--- src/rtl/fetch_buffer_stage.sv ---
// fetch_buffer_stage
//
// Instruction fetch stage in front of decode. Holds the PC, issues requests
// to a synchronous instruction memory (data returns exactly one cycle after
// the request), buffers returned words in a 2-entry queue and presents the
// queue head to decode. Each head word is pre-sliced into its opcode and the
// packed 12-bit immediate used by the downstream sign extender. A redirect
// from execute flushes the queue and restarts fetch at the new address.
//
// Ports:
//   clk_i, rst_n_i         clock (rising edge), async active-low reset
//   imem_req_o/addr_o      fetch request and byte address (the PC)
//   imem_rdata_i           word returned one cycle after an issued request
//   redirect_i/_pc_i       taken branch/jump: flush and restart at _pc_i
//   instr_valid_o/ready_i  decode handshake on the queue head
//   instr_o, instr_pc_o    head word and its PC
//   instr_type_o           head opcode (instr[6:0])
//   instr_imm_o            packed 12-bit immediate for the sign extender
//
// Optional feature macro: FETCH_PERF_CNT_EN adds saturating counters
//   stall_cnt_o (valid & !ready cycles) and flush_cnt_o (redirects).
//
// Handshake: a transfer happens in any cycle where instr_valid_o and
// instr_ready_i are both high. While valid is high and ready is low the head
// word, PC and derived fields stay unchanged; valid never drops without a
// transfer except on redirect or reset.

module fetch_buffer_stage #(
   parameter logic [31:0] RESET_PC = 32'h0000_0000,
   parameter int unsigned PC_STEP  = 4
) (
   input  logic        clk_i,
   input  logic        rst_n_i,
   output logic        imem_req_o,
   output logic [31:0] imem_addr_o,
   input  logic [31:0] imem_rdata_i,
   input  logic        redirect_i,
   input  logic [31:0] redirect_pc_i,
   output logic        instr_valid_o,
   input  logic        instr_ready_i,
   output logic [31:0] instr_o,
   output logic [31:0] instr_pc_o,
   output logic [6:0]  instr_type_o,
   output logic [11:0] instr_imm_o
`ifdef FETCH_PERF_CNT_EN
   ,
   output logic [31:0] stall_cnt_o,
   output logic [31:0] flush_cnt_o
`endif
);

   logic [31:0] pc_q, pc_d;
   logic [31:0] tag_q, tag_d;
   logic [1:0]  count_q, count_d;
   logic        rd_ptr_q, rd_ptr_d;
   logic        wr_ptr_q, wr_ptr_d;
   logic        inflight_q, inflight_d;
   logic        drop_q, drop_d;
   logic [31:0] buf_word_q [2];
   logic [31:0] buf_word_d [2];
   logic [31:0] buf_pc_q [2];
   logic [31:0] buf_pc_d [2];

   logic        head_valid;
   logic        deq;
   logic        enq;
   logic        issue;
   logic [2:0]  occupancy;
   logic [31:0] head_word;

   assign head_valid = (count_q != 2'd0);
   assign deq        = head_valid & instr_ready_i;

   // Slots already committed after this cycle: queued entries plus the
   // response arriving now, minus the one decode takes. Issuing only while
   // this is below 2 guarantees the next response always has a free slot.
   assign occupancy = {1'b0, count_q} + {2'b00, inflight_q} - {2'b00, deq};

   // Reset is folded in so the request line is low while reset is held,
   // not merely from the first clock edge.
   assign issue = rst_n_i & ~redirect_i & (occupancy < 3'd2);

   // A response coinciding with a redirect belongs to the old stream.
   assign enq = inflight_q & ~drop_q & ~redirect_i;

   always_comb begin
      pc_d       = pc_q;
      tag_d      = tag_q;
      count_d    = count_q;
      rd_ptr_d   = rd_ptr_q;
      wr_ptr_d   = wr_ptr_q;
      inflight_d = issue;
      drop_d     = 1'b0;
      buf_word_d = buf_word_q;
      buf_pc_d   = buf_pc_q;

      if (redirect_i) begin
         // The dequeue in this cycle (if any) still completes in decode;
         // everything left in the queue is discarded.
         pc_d     = redirect_pc_i & 32'hFFFF_FFFC;
         count_d  = 2'd0;
         rd_ptr_d = 1'b0;
         wr_ptr_d = 1'b0;
         drop_d   = inflight_q;
      end else begin
         if (issue) begin
            pc_d  = pc_q + 32'(PC_STEP);
            tag_d = pc_q;
         end
         if (enq) begin
            buf_word_d[wr_ptr_q] = imem_rdata_i;
            buf_pc_d[wr_ptr_q]   = tag_q;
            wr_ptr_d             = ~wr_ptr_q;
         end
         if (deq) begin
            rd_ptr_d = ~rd_ptr_q;
         end
         count_d = count_q + {1'b0, enq} - {1'b0, deq};
      end
   end

   always_ff @(posedge clk_i or negedge rst_n_i) begin
      if (!rst_n_i) begin
         pc_q          <= RESET_PC;
         tag_q         <= '0;
         count_q       <= '0;
         rd_ptr_q      <= 1'b0;
         wr_ptr_q      <= 1'b0;
         inflight_q    <= 1'b0;
         drop_q        <= 1'b0;
         buf_word_q[0] <= '0;
         buf_word_q[1] <= '0;
         buf_pc_q[0]   <= '0;
         buf_pc_q[1]   <= '0;
      end else begin
         pc_q       <= pc_d;
         tag_q      <= tag_d;
         count_q    <= count_d;
         rd_ptr_q   <= rd_ptr_d;
         wr_ptr_q   <= wr_ptr_d;
         inflight_q <= inflight_d;
         drop_q     <= drop_d;
         buf_word_q <= buf_word_d;
         buf_pc_q   <= buf_pc_d;
      end
   end

   assign imem_req_o  = issue;
   assign imem_addr_o = pc_q;

   // Data outputs read zero whenever the head is empty so stale entries
   // never leak toward decode.
   assign head_word     = head_valid ? buf_word_q[rd_ptr_q] : 32'h0;
   assign instr_valid_o = head_valid;
   assign instr_o       = head_word;
   assign instr_pc_o    = head_valid ? buf_pc_q[rd_ptr_q] : 32'h0;
   assign instr_type_o  = head_word[6:0];

   always_comb begin
      instr_imm_o = head_word[31:20];
      case (head_word[6:0])
         7'b0100011: instr_imm_o = {head_word[31:25], head_word[11:7]};
         // Branch offset bits 12..1; the extender appends the zero LSB.
         7'b1100011: instr_imm_o = {head_word[31], head_word[7],
                                    head_word[30:25], head_word[11:8]};
         default:    instr_imm_o = head_word[31:20];
      endcase
   end

`ifdef FETCH_PERF_CNT_EN
   logic [31:0] stall_cnt_q, stall_cnt_d;
   logic [31:0] flush_cnt_q, flush_cnt_d;

   always_comb begin
      stall_cnt_d = stall_cnt_q;
      flush_cnt_d = flush_cnt_q;
      if (head_valid && !instr_ready_i && (stall_cnt_q != 32'hFFFF_FFFF)) begin
         stall_cnt_d = stall_cnt_q + 32'd1;
      end
      if (redirect_i && (flush_cnt_q != 32'hFFFF_FFFF)) begin
         flush_cnt_d = flush_cnt_q + 32'd1;
      end
   end

   always_ff @(posedge clk_i or negedge rst_n_i) begin
      if (!rst_n_i) begin
         stall_cnt_q <= '0;
         flush_cnt_q <= '0;
      end else begin
         stall_cnt_q <= stall_cnt_d;
         flush_cnt_q <= flush_cnt_d;
      end
   end

   assign stall_cnt_o = stall_cnt_q;
   assign flush_cnt_o = flush_cnt_q;
`endif

endmodule

--- config.mk ---
export PLATFORM = sky130hd
export DESIGN_NAME = fetch_buffer_stage
export DESIGN_NICKNAME = d
export VERILOG_FILES = /design/src/rtl/fetch_buffer_stage.sv
export SDC_FILE = /design/constraint.sdc
export NUM_CORES = 1
export LEC_CHECK = 0
export ABC_AREA = 1
export ABC_CLOCK_PERIOD_IN_PS = 5400
export BUFFER_PORTS_ARGS = -buffer_cell sky130_fd_sc_hd__buf_2
export CAP_MARGIN = 20
export CORE_MARGIN = 2
export CORE_UTILIZATION = 35
export DETAILED_ROUTE_END_ITERATION = 10
export GPL_TIMING_DRIVEN = 0
export PLACE_DENSITY_LB_ADDON = 0.08
export REMOVE_ABC_BUFFERS = 1
export SKIP_LAST_GASP = 1
export SLEW_MARGIN = 10
export SYNTH_ARGS = -nofsm -noshare
export SYNTH_HDL_FRONTEND = slang
export SYNTH_SLANG_ARGS = --single-unit
--- constraint.sdc ---
create_clock -name clk_i -period 5.4 [get_ports clk_i]
set_input_delay 1.35 -clock clk_i [delete_from_list [all_inputs] [get_ports clk_i]]
set_output_delay 1.35 -clock clk_i [all_outputs]
set_load 0.01 [all_outputs]
After elaboration in Yosys (flattened, before gate mapping)
Index checks and enable logic that the tools add are counted.
{"block": "word_totals", "word_cells": 61, "regBits": 198}
{"block": "classes", "muxes": 21, "n_eq_ne": 2, "n_bitwise": 11, "n_reduce_logical": 7, "order_cmp": 4, "n_addsub": 5}
{"cell": "two-way mux 32 bit", "count": 11}
{"cell": "bitwise mux 64 bit", "count": 2}
{"cell": "adder 32 x 3 -> 32 bit, second input constant", "count": 1}
{"cell": "demux 32 bit (select 1 bit)", "count": 1}
{"cell": "case mux 11 bit (2 select lines)", "count": 1}
{"cell": "nonzero test 2 bit", "count": 4}
{"cell": "equality test 7 x 6 -> 1 bit, second input constant", "count": 1}
{"cell": "equality test 7 bit, second input constant", "count": 1}
{"cell": "AND 1 bit", "count": 5}
{"cell": "two-way mux 1 bit", "count": 5}
{"cell": "greater-or-equal comparator 2 bit, second input constant", "count": 2}
{"cell": "inverter 1 bit", "count": 4}
{"cell": "inverter 1 -> 2 bit", "count": 2}
{"cell": "AND reduction 2 bit", "count": 2}
{"cell": "adder 2 x 1 -> 3 bit", "count": 1}
{"cell": "less-than comparator 3 x 2 -> 1 bit, second input constant", "count": 1}
{"cell": "subtractor 3 x 1 -> 3 bit", "count": 1}
{"cell": "adder 2 x 1 -> 2 bit", "count": 1}
{"cell": "less-than comparator 2 x 1 -> 1 bit, second input constant", "count": 1}
{"cell": "two-way mux 2 bit", "count": 1}
{"cell": "subtractor 2 x 1 -> 2 bit", "count": 1}
{"cell": "logical AND 1 bit", "count": 1}

Depth between registers and ports, before layout
{"block": "logic_depth", "word_depth": 7, "mapped_depth": 14}

Worst setup path after synthesis
No wires, ideal clock.
{"block": "synth_timing", "path_type": "input -> output", "startpoint": "input port instr_ready_i", "endpoint": "output port imem_req_o", "path_stages": 10, "arrival_ns": 3.168, "path_buffers": 1, "setup_slack_ns": 0.882, "path_cell_list": "inv_1 > nor2_1 > ha_1 > or2_2 > fa_1 > nand2_1 > nor2_1 > nand2_2 > inv_2 > buf_2"}
{"block": "synth_between", "elab_chain_cells": 4}
{"item": "from (decl)", "line": "40", "text": "input logic instr_ready_i,"}
{"item": "AND 1 bit", "line": "72", "text": "assign deq = head_valid & instr_ready_i;"}
{"item": "subtractor 3 x 1 -> 3 bit", "line": "77", "text": "assign occupancy = {1'b0, count_q} + {2'b00, inflight_q} - {2'b00, deq};"}
{"item": "less-than comparator 3 x 2 -> 1 bit", "line": "81", "text": "assign issue = rst_n_i & ~redirect_i & (occupancy < 3'd2);"}
{"item": "AND 1 bit", "line": "81"}
{"item": "to (decl)", "line": "34", "text": "output logic imem_req_o,"}
No other way between the ends.

Final worst setup path
Same ends and word-level chain as after synthesis.

==> impl_summary.log <==
INFO  metric final_period_minus_worst_setup_slack = between 5 and 6 ns
INFO  metric multi_input_comb_area = between 3000 and 4000 sq um
INFO  metric yosysSeqAreaShare = 50.6%
INFO  metric synth-xor-area-share = 0.373%
INFO  metric num_antenna_cells = 0
INFO  metric p_sw_share = a little over 40%
INFO  metric slew_hr = about two fifths
INFO  metric worstPathMaxFanout = 36
INFO  metric finalInstanceArea = roughly 11,000 sq um
INFO  metric netlist_area = around 9400 sq um
INFO  metric synth_area_per_cell = 7.74 sq um
INFO  metric numPortBuffers = between 150 and 200
INFO  metric hpwlAfterDp = approximately 17 mm
INFO  metric post_synth_and_or_nand_nor_area_fraction = approximately 24%
INFO  metric nFillCells = 2,819
INFO  metric synth-seq-cells = 190
INFO  metric core.rowCount = 59
INFO  metric grt_total_usage = 19.1%
INFO  metric grt.met3_usage = 3.57%
INFO  metric synth_adder_area_share = less than 1%
INFO  metric drive_gt1_share = between 10% and 20%
INFO  metric worst-slew-pin-transition = between 0.8 and 0.9 ns
INFO  metric routed_wire_length = about 26 mm
INFO  metric syn_to_final_growth = 18.2%
INFO  metric combPwrFrac = a little under two fifths
INFO  metric placeableCoreArea = between 20,000 and 30,000 sq um
INFO  metric drv.max_cap_violation_count = 0
INFO  metric grt_first_pass_wirelength = roughly 43 mm
INFO  metric power.clock.fraction = between 20% and 30%
INFO  metric numClockSinks = 190
INFO  metric finalSetupViolCount = 0
INFO  metric groute.layer.met1.usage = a little over a quarter
INFO  metric min_path_type = reg -> reg
INFO  metric largest_family_of_logic_cells_by_synthesized_area = simple AND/OR/NAND/NOR gates
INFO  metric finalNetCount = 1,419
INFO  metric worst_setup_path_end_kind = primary output
INFO  metric synth_mux_area_share = 0%
INFO  metric cts_max_path_buffers = 2
INFO  metric period_utilization_post_route = a little over nine tenths
INFO  metric power_report.internal_total = between 3 and 4 mW
INFO  metric vdd.ir_drop.worst = approximately 230 uV
INFO  metric timing.fmax = 193 MHz
INFO  metric floorplan.io_pins = 185
INFO  metric post_drt_wl_per_cell = about 16 um
INFO  metric first_global_vias = 7,785
INFO  metric clk_root_buffer_cell = clkbuf_16
INFO  metric run_status = complete, no violations
INFO  metric drtIter0Drc = 440
INFO  metric place_worst_setup_slack = -0.369 ns
INFO  metric cts_tree = built
INFO  metric worstSetupPathType = in -> out
INFO  metric fp.dieH = 168 um
INFO  metric synth_flop_cell = dfrtp_1
INFO  metric detailed_route_vias_per_instance = approximately 4.8
INFO  metric ff_latch_area = 4760 sq um
INFO  metric fin_skew = around 0.014 ns
INFO  metric dp_cells = about 1,700
INFO  metric timing.final.hold_violations = 0
INFO  metric rsz0062_at_grt = false
INFO  metric yosysUniqueCellTypes = 34
INFO  metric placedInstanceArea = ~10,000 sq um
INFO  metric gp_congestion = 0.788
INFO  metric initial_utilization = 35.8%
INFO  metric drc_errors = 0
INFO  metric p_leak = roughly 5.6 nW
INFO  metric grt_start_max_net_pins = 100
INFO  metric postSynth.asyncResetShare = 100%
INFO  metric timing.critical_path.from_type = input port
INFO  metric cts.clk_slew.worst_paths = around 0.080 ns
INFO  metric cp_data_arrival_time = 3.82 ns
INFO  metric grt_antenna_before_repair = 0
INFO  metric ctsHoldBuffers = 0
INFO  metric postLayoutSetupSlackWorst = approximately 0.23 ns
INFO  metric powerDensity = approximately 500 nW/um^2
INFO  metric routed-via-count = around 8,100
INFO  metric synth-warning-count = 0
INFO  metric final_antenna_net_count = 0
INFO  metric non_filler_instance_count_after_layout = 1,694
INFO  metric pwr-share-seq = approximately two fifths
INFO  metric cts.repair_timing.setup_buffer_count = 0
INFO  metric synthesized_area_fraction_occupied_by_ao_oa_aoi_and_oai_cells = between 10% and 20%
INFO  metric die_area = between 20,000 and 30,000 sq um
INFO  metric drt_first_pass_iters = 6
INFO  metric global_route.overflow_total = 0
INFO  metric cts_max_level = 4
INFO  metric post_synth_inst_count = about 1,200
INFO  metric synth_edf_count = 0
INFO  metric clk-insertion-delay-late = 0.43 ns
INFO  metric met2_demand_to_capacity_share_in_global_routing = 29.9%
INFO  metric cts_made_buffers = 17
INFO  metric total_switching_power = around 2.3 mW
INFO  metric max_slew_vio_count = 0
INFO  metric worstPathRequired = just over 4 ns
INFO  metric busiest_layer = met2
INFO  metric die_w = approximately 170 um
-- cells in the final DEF (no fill, tap or decap), drive strengths merged --
| master | n |
|---|---|
| nand3 | 59 |
| ha | 4 |
| xnor2 | 2 |
| xor2 | 2 |
| o21bai | 3 |
| clkinv | 3 |
| dfrtp | 190 |
| conb | 4 |
| fa | 1 |
| buf | 185 |
| o21ai | 173 |
| nand2 | 397 |
| or2 | 2 |
| inv | 137 |
| nor3 | 3 |
| nand4 | 9 |
| o221ai | 1 |
| o211ai | 8 |
| nor3b | 1 |
| a21oi | 69 |
| clkbuf | 20 |
| nand3b | 13 |
| nor2 | 73 |
-- state kept, by name, summed over array words and instances, names as in the netlist --
signal / cells
count_q: 2
buf_word_q: 64
drop_q: 1
tag_q: 30
imem_addr_o: 30
rd_ptr_q: 1
inflight_q: 1
wr_ptr_q: 1
buf_pc_q: 60
-- cell families (layout without fill, tap and decap cells) --
kind of cell | Yosys count | after routing
other | 1 | 4
buffers and inverters | 204 | 345
XOR/XNOR | 4 | 4
adder cells (fa/ha/maj) | 5 | 5
AO/OA/AOI/OAI | 254 | 254
AND/OR/NAND/NOR | 555 | 557
flip-flops | 190 | 190
-- stage by stage --
step / utilization (%) / TNS, ns / power, mW / hold slack [ns]
after floorplan: - / -0.770 / 3.57 / 0.453
after global placement: 39.2 / -504.61 / 4.27 / 0.463
after detailed placement: 40.1 / -0.369 / 4.50 / 0.469
final: 42.4 / 0 / 5.72 / 0.483
after CTS: 42.3 / 0 / 5.80 / 0.487
after global routing: 42.4 / 0 / 6.23 / 0.503
-- cell usage after synthesis, types with 4 or more instances --
master      n  share of area [%]
buf_2      31                1.7
buf_4      13                1.0
buf_1       4               0.16
a21oi_1    69                3.7
nand3_1    57                3.0
nand3b_1   13                1.0
nor2_2      4               0.27
nand4_1     9               0.60
dfrtp_1   190                 51
nor2_1     66                2.6
o21ai_1    48                2.6
nand2_1   392                 16
buf_6      10                1.2
o21ai_0   122                6.5
clkbuf_1   18               0.72
o211ai_1    8               0.64
inv_1     124                5.0
nand2_2     4               0.27
ha_1        4               0.53
-- layout make-up --
class	instances	share of cell area [%]
flip-flops and latches	190	42.8
multi-input cells	824	34.0
repair buffers	185	9.78
inverters	128	4.42
clock buffers	20	4.11
well taps	335	3.77
clock inverters	12	1.04
-- worst paths after layout --
path	startpoint	end	slack, ns	cells after the start
hold reg to reg	buf_word_q[40]	buf_word_q[40]	0.48	2
max in group asynchronous	rst_n_i	imem_addr_o[13]	3.53	2
setup / recovery	instr_ready_i	imem_req_o	0.23	11
min in group asynchronous	rst_n_i	buf_word_q[50]	0.90	1
setup reg to reg	count_q[1]	imem_addr_o[12]	1.64	11
hold / removal	buf_word_q[40]	buf_word_q[40]	0.48	2
-- metal layers --
metal  routed length (um)  vias up
li1                     -     4111
met1                13300     3755
met2                11700      189
met3                 1120       19
met4                  372        0
met5                    0        -
-- what timing repair did --
| item | 4_1_cts | 5_1_grt |
|---|---|---|
| gates cloned | 1 | 1 |
| endpoints found under the setup margin | 1 | 1 |
| gates resized for setup | 3 | 2 |
| pin swaps | 1 | 1 |
-- power by group through the flow --
stage / logic [mW] / clock network [mW] / registers, mW
floorplan: 1.28 / 0 / 2.29
global placement: 1.90 / 0 / 2.37
detailed placement: 2.16 / 0 / 2.34
CTS: 2.18 / 1.29 / 2.32
global route: 2.48 / 1.34 / 2.40
finish: 2.16 / 1.24 / 2.32
-- worst max-delay path, cell delays in order --
cell	delay [ns]
buf_2	0.09
inv_1	0.04
nor2_1	0.24
ha_1	0.28
or2_2	0.30
fa_1	0.49
nand2_1	0.09
nor2_4	0.24
nand2_8	0.23
inv_6	0.28
buf_2	0.18
Power figures use the tool's default switching activity.
